<file path="config.mk">
export PLATFORM = sky130hd
export DESIGN_NAME = la_wb
export DESIGN_NICKNAME = d
export VERILOG_FILES = /design/src/rtl/la_wb_pkg.sv /design/src/rtl/la_wb_reg32.sv /design/src/rtl/la_wb.sv
export SDC_FILE = /design/constraint.sdc
export NUM_CORES = 1
export LEC_CHECK = 0
export CAP_MARGIN = 30
export CORE_MARGIN = 2
export CORE_UTILIZATION = 45
export CTS_CLUSTER_SIZE = 14
export DETAILED_ROUTE_END_ITERATION = 10
export MAX_ROUTING_LAYER = met4
export PLACE_DENSITY = 0.76
export SYNTH_ARGS = -nofsm -noshare
export SYNTH_HDL_FRONTEND = slang
export SYNTH_SLANG_ARGS = --single-unit
export TNS_END_PERCENT = 20
</file>
<file path="constraint.sdc">
create_clock -name wb_clk_i -period 3.28 [get_ports wb_clk_i]
set_clock_uncertainty 0.05 [all_clocks]
set_input_delay 0.492 -clock wb_clk_i [delete_from_list [all_inputs] [get_ports wb_clk_i]]
set_output_delay 0.492 -clock wb_clk_i [all_outputs]
set_load 0.05 [all_outputs]
</file>
<file path="src/rtl/la_wb_pkg.sv">
// Shared constants and decode helpers for the logic-analyzer Wishbone slave.
// Offsets are byte offsets within the 256-byte block.
package la_wb_pkg;

  localparam logic [31:0] BASE_ADR_DEFAULT = 32'h2200_0000;

  localparam logic [7:0] LA_DATA_0 = 8'h00;
  localparam logic [7:0] LA_DATA_1 = 8'h04;
  localparam logic [7:0] LA_DATA_2 = 8'h08;
  localparam logic [7:0] LA_DATA_3 = 8'h0C;
  localparam logic [7:0] LA_ENA_0  = 8'h10;
  localparam logic [7:0] LA_ENA_1  = 8'h14;
  localparam logic [7:0] LA_ENA_2  = 8'h18;
  localparam logic [7:0] LA_ENA_3  = 8'h1C;

  localparam int NUM_REGS = 8;

  typedef enum logic [2:0] {
    REG_DATA_0, REG_DATA_1, REG_DATA_2, REG_DATA_3,
    REG_ENA_0,  REG_ENA_1,  REG_ENA_2,  REG_ENA_3
  } reg_idx_e;

  // Word-aligned offset in; returns whether it maps to a register and which one.
  function automatic logic off_decode(input logic [7:0] off, output reg_idx_e idx);
    logic hit;
    hit = 1'b1;
    idx = REG_DATA_0;
    case (off)
      LA_DATA_0: idx = REG_DATA_0;
      LA_DATA_1: idx = REG_DATA_1;
      LA_DATA_2: idx = REG_DATA_2;
      LA_DATA_3: idx = REG_DATA_3;
      LA_ENA_0:  idx = REG_ENA_0;
      LA_ENA_1:  idx = REG_ENA_1;
      LA_ENA_2:  idx = REG_ENA_2;
      LA_ENA_3:  idx = REG_ENA_3;
      default:   hit = 1'b0;
    endcase
    return hit;
  endfunction

endpackage

</file>
<file path="src/rtl/la_wb_reg32.sv">
// 32-bit register with per-byte write enables and synchronous active-high reset.
module la_wb_reg32 (
  input  logic        clk,
  input  logic        rst,
  input  logic        we,
  input  logic [3:0]  sel,
  input  logic [31:0] d,
  output logic [31:0] q
);

  always_ff @(posedge clk) begin
    if (rst) begin
      q <= '0;
    end else if (we) begin
      for (int b = 0; b < 4; b++) begin
        if (sel[b]) q[8*b +: 8] <= d[8*b +: 8];
      end
    end
  end

endmodule

</file>
<file path="src/rtl/la_wb.sv">
// Wishbone slave exposing the 128-bit logic analyzer data and output-enable
// words as eight 32-bit registers; single-cycle registered acknowledge.
module la_wb
  import la_wb_pkg::*;
#(
  parameter logic [31:0] BASE_ADR = BASE_ADR_DEFAULT
) (
  input  logic         wb_clk_i,
  input  logic         wb_rst_i,
  input  logic         wb_stb_i,
  input  logic         wb_cyc_i,
  input  logic         wb_we_i,
  input  logic [3:0]   wb_sel_i,
  input  logic [31:0]  wb_dat_i,
  input  logic [31:0]  wb_adr_i,
  output logic         wb_ack_o,
  output logic [31:0]  wb_dat_o,
  output logic [127:0] la_data,
  output logic [127:0] la_oen
);

  logic        blk_sel;
  logic        access;
  logic        mapped;
  logic        wr_en;
  reg_idx_e    reg_idx;
  logic [7:0]  word_off;
  logic [31:0] rd_data;
  logic [31:0] regs [NUM_REGS];
  logic        unused_adr_lsb;

  // Byte lanes within a word are not part of the decode.
  assign word_off       = {wb_adr_i[7:2], 2'b00};
  assign unused_adr_lsb = ^wb_adr_i[1:0];

  assign blk_sel = wb_stb_i & wb_cyc_i & (wb_adr_i[31:8] == BASE_ADR[31:8]);
  assign access  = blk_sel & ~wb_ack_o;

  always_comb begin
    reg_idx = REG_DATA_0;
    mapped  = off_decode(word_off, reg_idx);
  end

  assign wr_en   = access & wb_we_i & mapped;
  assign rd_data = mapped ? regs[reg_idx] : '0;

  for (genvar g = 0; g < NUM_REGS; g++) begin : g_reg
    la_wb_reg32 u_reg (
      .clk (wb_clk_i),
      .rst (wb_rst_i),
      .we  (wr_en && (reg_idx == reg_idx_e'(g))),
      .sel (wb_sel_i),
      .d   (wb_dat_i),
      .q   (regs[g])
    );
  end

  always_ff @(posedge wb_clk_i) begin
    if (wb_rst_i) begin
      wb_ack_o <= 1'b0;
      wb_dat_o <= '0;
    end else begin
      wb_ack_o <= access;
      if (access & ~wb_we_i) wb_dat_o <= rd_data;
    end
  end

  assign la_data = {regs[REG_DATA_3], regs[REG_DATA_2], regs[REG_DATA_1], regs[REG_DATA_0]};
  assign la_oen  = {regs[REG_ENA_3],  regs[REG_ENA_2],  regs[REG_ENA_1],  regs[REG_ENA_0]};

endmodule

</file>
### After elaboration in Yosys (flattened, before gate mapping)

Index checks and enable logic that the tools add are counted.

* equal/unequal tests: 15
* reduce and logical (&&, ||, !) cells: 43
* order comparisons: 1
* muxes and demuxes: 6
* bitwise operators: 9

Operator list (count)
* $bmux 32 s3: 1
* $mux 32: 3
* $reduce_and 2->1: 32
* $eq 24x22->1 const B: 1
* $eq 6x3->1 const B: 4
* $pmux 3 s7: 1
* $eq 3x3->1 const B: 4
* $eq 6x2->1 const B: 2
* $logic_and 1x1->1: 8
* $logic_not 8->1: 1
* $reduce_or 8->1: 1
* $and 1x1->1: 6
* $eq 3x2->1 const B: 2
* $eq 6x1->1 const B: 1
* $ge 4x4->1 const B: 1
* $not 3->4: 1
* $eq 3x1->1 const B: 1
* $logic_not 3->1: 1
* $not 1->1: 2
* $mux 1: 1

* flip-flop bits (word level): 289
* input port bits: 73
* output and inout port bits: 289
* logic and storage cells: 108

### Logic depth before layout (Yosys ltp)

Gate-level depths: netlist (run 1).

* depth in word-level cells: 7
* mapped depth: 8
* mapped depth without buffers: 5

### Cells and area by module

Synthesis (run 1) repeated with hierarchy kept, for this count alone.

* cell total of the unflattened synthesis: 1812
* area, all modules: 15869.0 sq um

Modules (own cells, without submodules)
* la_wb_reg32: cells an instance 146, instances 8, area an instance 1463.9 sq um, seq. area each 640.6 sq um
* la_wb: cells an instance 644, instances 1, area an instance 4157.7 sq um, seq. area each 660.6 sq um

### Worst setup path after synthesis (run 1)

OpenSTA, ideal clock, no wires.

* kind: input to register
* start: in wb_adr_i[18]
* end: reg g_reg[6].u_reg.q[24]
* library setup time: 0.128 ns
* path buffers: 1
* slack: 0.911 ns
* stages on the path: 6
* arrival: 2.191 ns
* data required time: 3.102 ns
* cells stage by stage: nor4_2 nand4_4 buf_6 nor4_4 mux2i_1 nor2_1

* word-level cells in the longest chain between the ends: 7

RTL lines
* start: declaration: RTL line la_wb.sv:15 `input logic [31:0] wb_adr_i,`
* $eq 24x22->1: RTL line la_wb.sv:36 `assign blk_sel = wb_stb_i & wb_cyc_i & (wb_adr_i[31:8] == BASE_ADR[31:8]);`
* $and 1x1->1: RTL line la_wb.sv:36
* $and 1x1->1: RTL line la_wb.sv:37 `assign access = blk_sel & ~wb_ack_o;`
* $and 1x1->1 (2 in a row): RTL line la_wb.sv:44 `assign wr_en = access & wb_we_i & mapped;`
* $logic_and 1x1->1: RTL line la_wb.sv:51 `.we (wr_en && (reg_idx == reg_idx_e'(g))),`
* $reduce_and 2->1 (no source line)
* end signal: indexed assignment: RTL line la_wb_reg32.sv:16 `if (sel[b]) q[8*b +: 8] <= d[8*b +: 8];`
* end: declaration: RTL line la_wb_reg32.sv:8 `output logic [31:0] q`

No other way between the ends.
A chain may end at the register's enable or synchronous reset.

### Worst setup path after layout (run 1)

* start: in wb_adr_i[15]
* end: reg wb_dat_o[2]

* word-level cells in the longest chain between the ends: 4

RTL lines
* $eq 24x22->1: RTL line la_wb.sv:36
* $and 1x1->1: RTL line la_wb.sv:36
* $and 1x1->1: RTL line la_wb.sv:37
* $and 1x1->1: RTL line la_wb.sv:64 `if (access & ~wb_we_i) wb_dat_o <= rd_data;`
* end signal: assignment: RTL line la_wb.sv:64
* end: declaration: RTL line la_wb.sv:17 `output logic [31:0] wb_dat_o,`

No other way between the ends.

==> reports/results.ini, run 1 <==
[clock_network]
post-cts-setup-buffers = 0
htreeDepth = 1
clk_pin_slew_worst_paths_ns = 0.06
clock-sinks = 289
cts_tree = done
cts.path.max_buffers = 3
hold_buffers = 0
numCtsBuffers = 30
clk_latency_ns = 0.56
cts-root-buf = clkbuf_16
cts_resized = 0

[timing]
finalWorstSetupSlack_ns = 0.647
tightestPinTransition_ns = 0.905
finalSetupTns_ns = 0
min_period_ns = 2.63
hold_viol_final = 0
setup_viol_count_final = 0
slew_viol_final = 0
fin_hold_ws_ns = 0.220
fmax_mhz = 380
period_share = 0.803
relSlewSlack = 0.397
rsz0062_at_grt = false

[floorplan]
rows = 62
core_um2 = 28600
die_w_um = 174
die_area_um2 = 30400
fp.dieH_um = 174
initial_core_util = 0.456
io-pin-count = 362

[synth]
syn_area_um2 = 13100
yosys_warnings = 0
ys_seq_area_frac = 0.443
syn_area_per_cell_um2 = 10.3
ys_types = 49
synth_area_leaders = dfxtp_1 (44%), mux2i_1 (20%), nor2_1 (6.6%)
synth_edf_count = 0
synth-seq-cells = 289
syn_nets = 1344
synth_cells = 1271
ys.flop_type = dfxtp_1
synth_top_cell_by_area = dfxtp_1
async_flop_share = 0
synth_top_area_share = 0.443

[worst_setup_path]
crit_end = wb_dat_o[2]
crit_buf_inv = 4
worstSetupPathType = in2reg
path_cells = clkdlybuf4s50_1, nor4_1, buf_4, nand2_2, buf_12, nor4_1, nor2_4, buf_16, a22o_1
crit_path_top_delay_cell = nor4_1
cp-start-kind = input pin
slowest_delay_ns = 0.47
cp-end-kind = flip-flop
cp-startpoint = wb_adr_i[15]
ff2ff_setup_slack_ns = 0.98
cp.required_ns = 3.67
crit_family = simple AND/OR/NAND/NOR gates
path_depth = 9
arrival_ns = 3.02
reg2reg_depth = 7
critPathMostFrequentCell = nor4_1
rr_startpoint = wb_ack_o
worstReg2RegEnd = wb_dat_o[2]
worstPathMaxFanout = 18

[cells_and_area]
syn_to_final_growth_pct = 43.0
final_cell_count_no_fill = 2057
drive_gt1_frac = 0.137
final_nets = 1719
mostFrequentLayoutCells = clkdlybuf4s50_1 (356), dfxtp_1 (289), mux2i_1 (264)
final_common_cell = clkdlybuf4s50_1

[placed_design]
dpl.hpwl_um = 29600
gp_congestion = 0.822
dp.cells = 1998
pre_cts_ws_ns = 0.114
io_buffers = 359

[min_path]
hold_path.class = in2reg

[power]
total_power_mw = 7.58
power_density_nw_per_um2 = 406
leakage_nw = 7.46
peakVddDrop_mv = 0.354

[run]
drv_cap = 0

[route]
ant_nets = 0
routed_wl_um = 43900
vias = 11500
drtIter0Drc = 836
drcViolationCount = 0
viasPerCell = 5.60
drtPass1Iterations = 5
wl_per_cell_um = 21.3

[grt]
grt_util_all_layers = 0.287
grt.overflow.total = 0
grt_pass1_vias = 11500
grt_max_degree = 171
grt_pass1_wl_um = 67300
antenna_found_initial = 3

[run_status]
status = finished clean

report_power, final:
group / total (mW) / internal (mW) / switching, mW
combinational: 0.425 / 0.174 / 0.251
sequential: 3.51 / 3.51 / 0.000000000419
clock: 3.64 / 2.22 / 1.42
Yosys cell counts (7+ instances only):
cell type  instances
a22oi_1            7
nand2b_1          95
nand3_1            7
nor4_4            22
mux2i_1          264
o22ai_1           54
a32o_1             7
a22o_1            25
nand2_1           10
nor4_1             7
o221ai_1          24
clkbuf_1          72
dfxtp_1          289
nor2_1           229
o21ai_0            8
o21bai_1          24
mux2_2            56
state kept, by name (all words and copies together), names as in the netlist:
register and count:
g.u_reg.q 256, wb_dat_o 32, wb_ack_o 1
per-layer routing:
layer | track usage | part of all wire | wire (um)
met2 | 0.473 | 0.48 | 21100
met5 | - | 0 | 0
met3 | 0.0424 | 0.069 | 3050
met1 | 0.366 | 0.43 | 18700
met4 | 0.0865 | 0.023 | 1010
metrics by stage:
| step | util | area, um^2 |
|---|---|---|
| after floorplan | - | 13100 |
| after global placement | 0.613 | 17600 |
| after detailed placement | 0.614 | 17600 |
| after CTS | 0.652 | 18700 |
| after global routing | 0.652 | 18700 |
| final | 0.652 | 18700 |
worst min-delay path by stage:
| stage | cells past startpoint | from | endpoint | slack (ns) |
|---|---|---|---|---|
| 4_1_cts | 2 | wb_rst_i | g_reg[4].u_reg.q[24] | 0.19 |
| 2_1_floorplan | 2 | wb_dat_i[0] | g_reg[0].u_reg.q[0] | 0.59 |
| 6_report | 2 | wb_rst_i | g_reg[2].u_reg.q[27] | 0.22 |
| 3_3_place_gp | 1 | wb_dat_o[14] | wb_dat_o[14] | 0.40 |
| 3_5_place_dp | 1 | wb_dat_o[24] | wb_dat_o[24] | 0.41 |
| 5_1_grt | 2 | wb_rst_i | g_reg[6].u_reg.q[29] | 0.21 |
final cells by class:
class                           count  area [um^2]
Multi-Input combinational cell    891         6930
Tap cell                          384          480
Clock inverter                     10          128
Fill cell                        2293         9950
Inverter                            5         18.8
Clock buffer                       46          952
Timing Repair Buffer              429         4370
Antenna cell                        3         7.51
Sequential cell                   289         5790
logic make-up (layout without fill, tap and decap cells):
group,Yosys count,count (layout),synth area share
AOI/OAI and AO/OA,168,168,0.0955
muxes,320,320,0.251
and+or+nand+nor,403,403,0.182
other,0,3,0
buffers and inverters,91,490,0.0284
DFF,289,289,0.443
Power figures use the tool's default switching activity.
==> run 2: changes to the inputs <==
==> constraint.sdc (replaced) <==
create_clock -name wb_clk_i -period 2.5 [get_ports wb_clk_i]
set_clock_uncertainty 0.05 [all_clocks]
set_input_delay 0.375 -clock wb_clk_i [delete_from_list [all_inputs] [get_ports wb_clk_i]]
set_output_delay 0.375 -clock wb_clk_i [all_outputs]
set_load 0.05 [all_outputs]
==> reports/results.ini, run 2 (synthesis gave the netlist of run 1 again) <==
[power]
leakage_nw = 7.68
power_density_nw_per_um2 = 521
peakVddDrop_mv = 0.422

[timing]
slew_viol_final = 0
rsz0062_at_grt = false
period_share = 0.925
hold_viol_final = 0
min_period_ns = 2.31
setup_viol_count_final = 0
fmax_mhz = 432
relSlewSlack = 0.480
tightestPinTransition_ns = 0.779

[cells_and_area]
multi_input_comb_area_um2 = 6930
syn_to_final_growth_pct = 45.9
nFillCells = 2181
final_cell_count_no_fill = 2089
design_area_um2 = 19100
largest_reg_flops = 256
final-seq-area_um2 = 5790
drive_gt1_frac = 0.153
mostFrequentLayoutCells = clkdlybuf4s50_1 (356), dfxtp_1 (289), mux2i_1 (264)
final_nets = 1753
final_common_cell = clkdlybuf4s50_1
regMostFlops = g.u_reg.q
biggestRegsByFlops = g.u_reg.q x256, wb_dat_o x32, wb_ack_o x1

[worst_setup_path]
arrival_ns = 2.70
cp.required_ns = 2.89
worstSetupPathType = in2reg
worstPathMaxFanout = 17
cp-end-kind = flip-flop
reg2reg_depth = 7
cp-start-kind = input pin

[grt]
grt_pass1_wl_um = 66500
grt_max_degree = 186
grt_util_all_layers = 0.284
grt.overflow.total = 0
antenna_found_initial = 1
grt_pass1_vias = 11700

[run_status]
status = finished clean

[floorplan]
core_um2 = 28600
fp.dieH_um = 174
initial_core_util = 0.456
io-pin-count = 362
rows = 62
die_w_um = 174
die_area_um2 = 30400

[placed_design]
dpl.hpwl_um = 30200
gp_congestion = 0.843
io_buffers = 359
placed_area_um2 = 18000
dp.cells = 2031

[route]
wl_per_cell_um = 20.9
ant_nets = 0
drcViolationCount = 0
viasPerCell = 5.58
vias = 11700
drtPass1Iterations = 5
drtIter0Drc = 757
routed_wl_um = 43700

[clock_network]
post-cts-setup-buffers = 0
clk_latency_ns = 0.55
cts.path.max_buffers = 3
cts_tree = done
cts-root-buf = clkbuf_16
clock-sinks = 289
cts_resized = 0
numCtsBuffers = 30
clk_pin_slew_worst_paths_ns = 0.06
htreeDepth = 1

[run]
drv_cap = 0

[min_path]
whs_path_depth = 1
hold_path.class = reg2reg

-- run 2: cell count changes in the layout (fill, tap and decap cells not counted), sizes merged --
| cell | previous run | this run |
|---|---|---|
| buf | 73 | 106 |
| clkbuf | 46 | 44 |
| clkinv | 6 | 7 |
| diode | 3 | 2 |
| dlygate4sd3 | 0 | 1 |
-- run 2: final timing paths --
| kind | slack, ns | from | end |
|---|---|---|---|
| setup / recovery | 0.19 | wb_adr_i[15] | wb_dat_o[2] |
| hold / removal | 0.43 | wb_dat_o[9] | wb_dat_o[9] |
| setup reg to reg | 0.31 | wb_ack_o | wb_dat_o[2] |
| hold reg to reg | 0.43 | wb_dat_o[9] | wb_dat_o[9] |
-- run 2: per-stage QoR --
stage / setup WS (ns) / utilization / TNS, ns / power [mW] / hold WS (ns)
2_1_floorplan: 0.218 / - / 0 / 4.97 / 0.469
3_3_place_gp: -0.353 / 0.627 / -52.17 / 5.26 / 0.399
3_5_place_dp: -0.419 / 0.628 / -61.12 / 5.28 / 0.417
4_1_cts: 0.184 / 0.665 / 0 / 9.97 / 0.432
5_1_grt: 0.0814 / 0.666 / 0 / 10.2 / 0.448
6_report: 0.187 / 0.666 / 0 / 9.92 / 0.431
-- run 2: area by class of cell --
type / count / share of cell area
Tap cell: 384 / 0.0252
Clock buffer: 44 / 0.0491
Inverter: 5 / 0.000985
Antenna cell: 2 / 0.000263
Sequential cell: 289 / 0.304
Clock inverter: 11 / 0.00696
Multi-Input combinational cell: 891 / 0.364
Timing Repair Buffer: 463 / 0.250
-- run 2: metal layers --
layer,vias to the layer above,GRT usage,part of all wire,routed length (um)
met5,-,-,0,0
met4,0,0.104,0.035,1550
met3,118,0.0451,0.062,2700
met2,479,0.478,0.48,21200
met1,5661,0.343,0.42,18300
li1,5400,-,-,-
-- run 2: critical path, stage by stage --
cell and delay [ns]:
clkdlybuf4s50_1 0.43, nor4_1 0.43, buf_4 0.19, nand2_2 0.11, nor4_1 0.45, nor2_4 0.23, buf_16 0.22, a22o_1 0.25
-- run 2: report_power, final --
| part | internal (mW) | total [mW] | switching, mW |
|---|---|---|---|
| sequential | 4.60 | 4.60 | 0.000000000553 |
| clock | 2.88 | 4.73 | 1.85 |
| combinational | 0.248 | 0.583 | 0.335 |
| total | 7.73 | 9.92 | 2.19 |
-- run 2: what timing repair did --
action | CTS | global route
setup endpoints to repair | 0 | 0
hold buffers | 1 | 0
hold endpoints to repair | 1 | 0
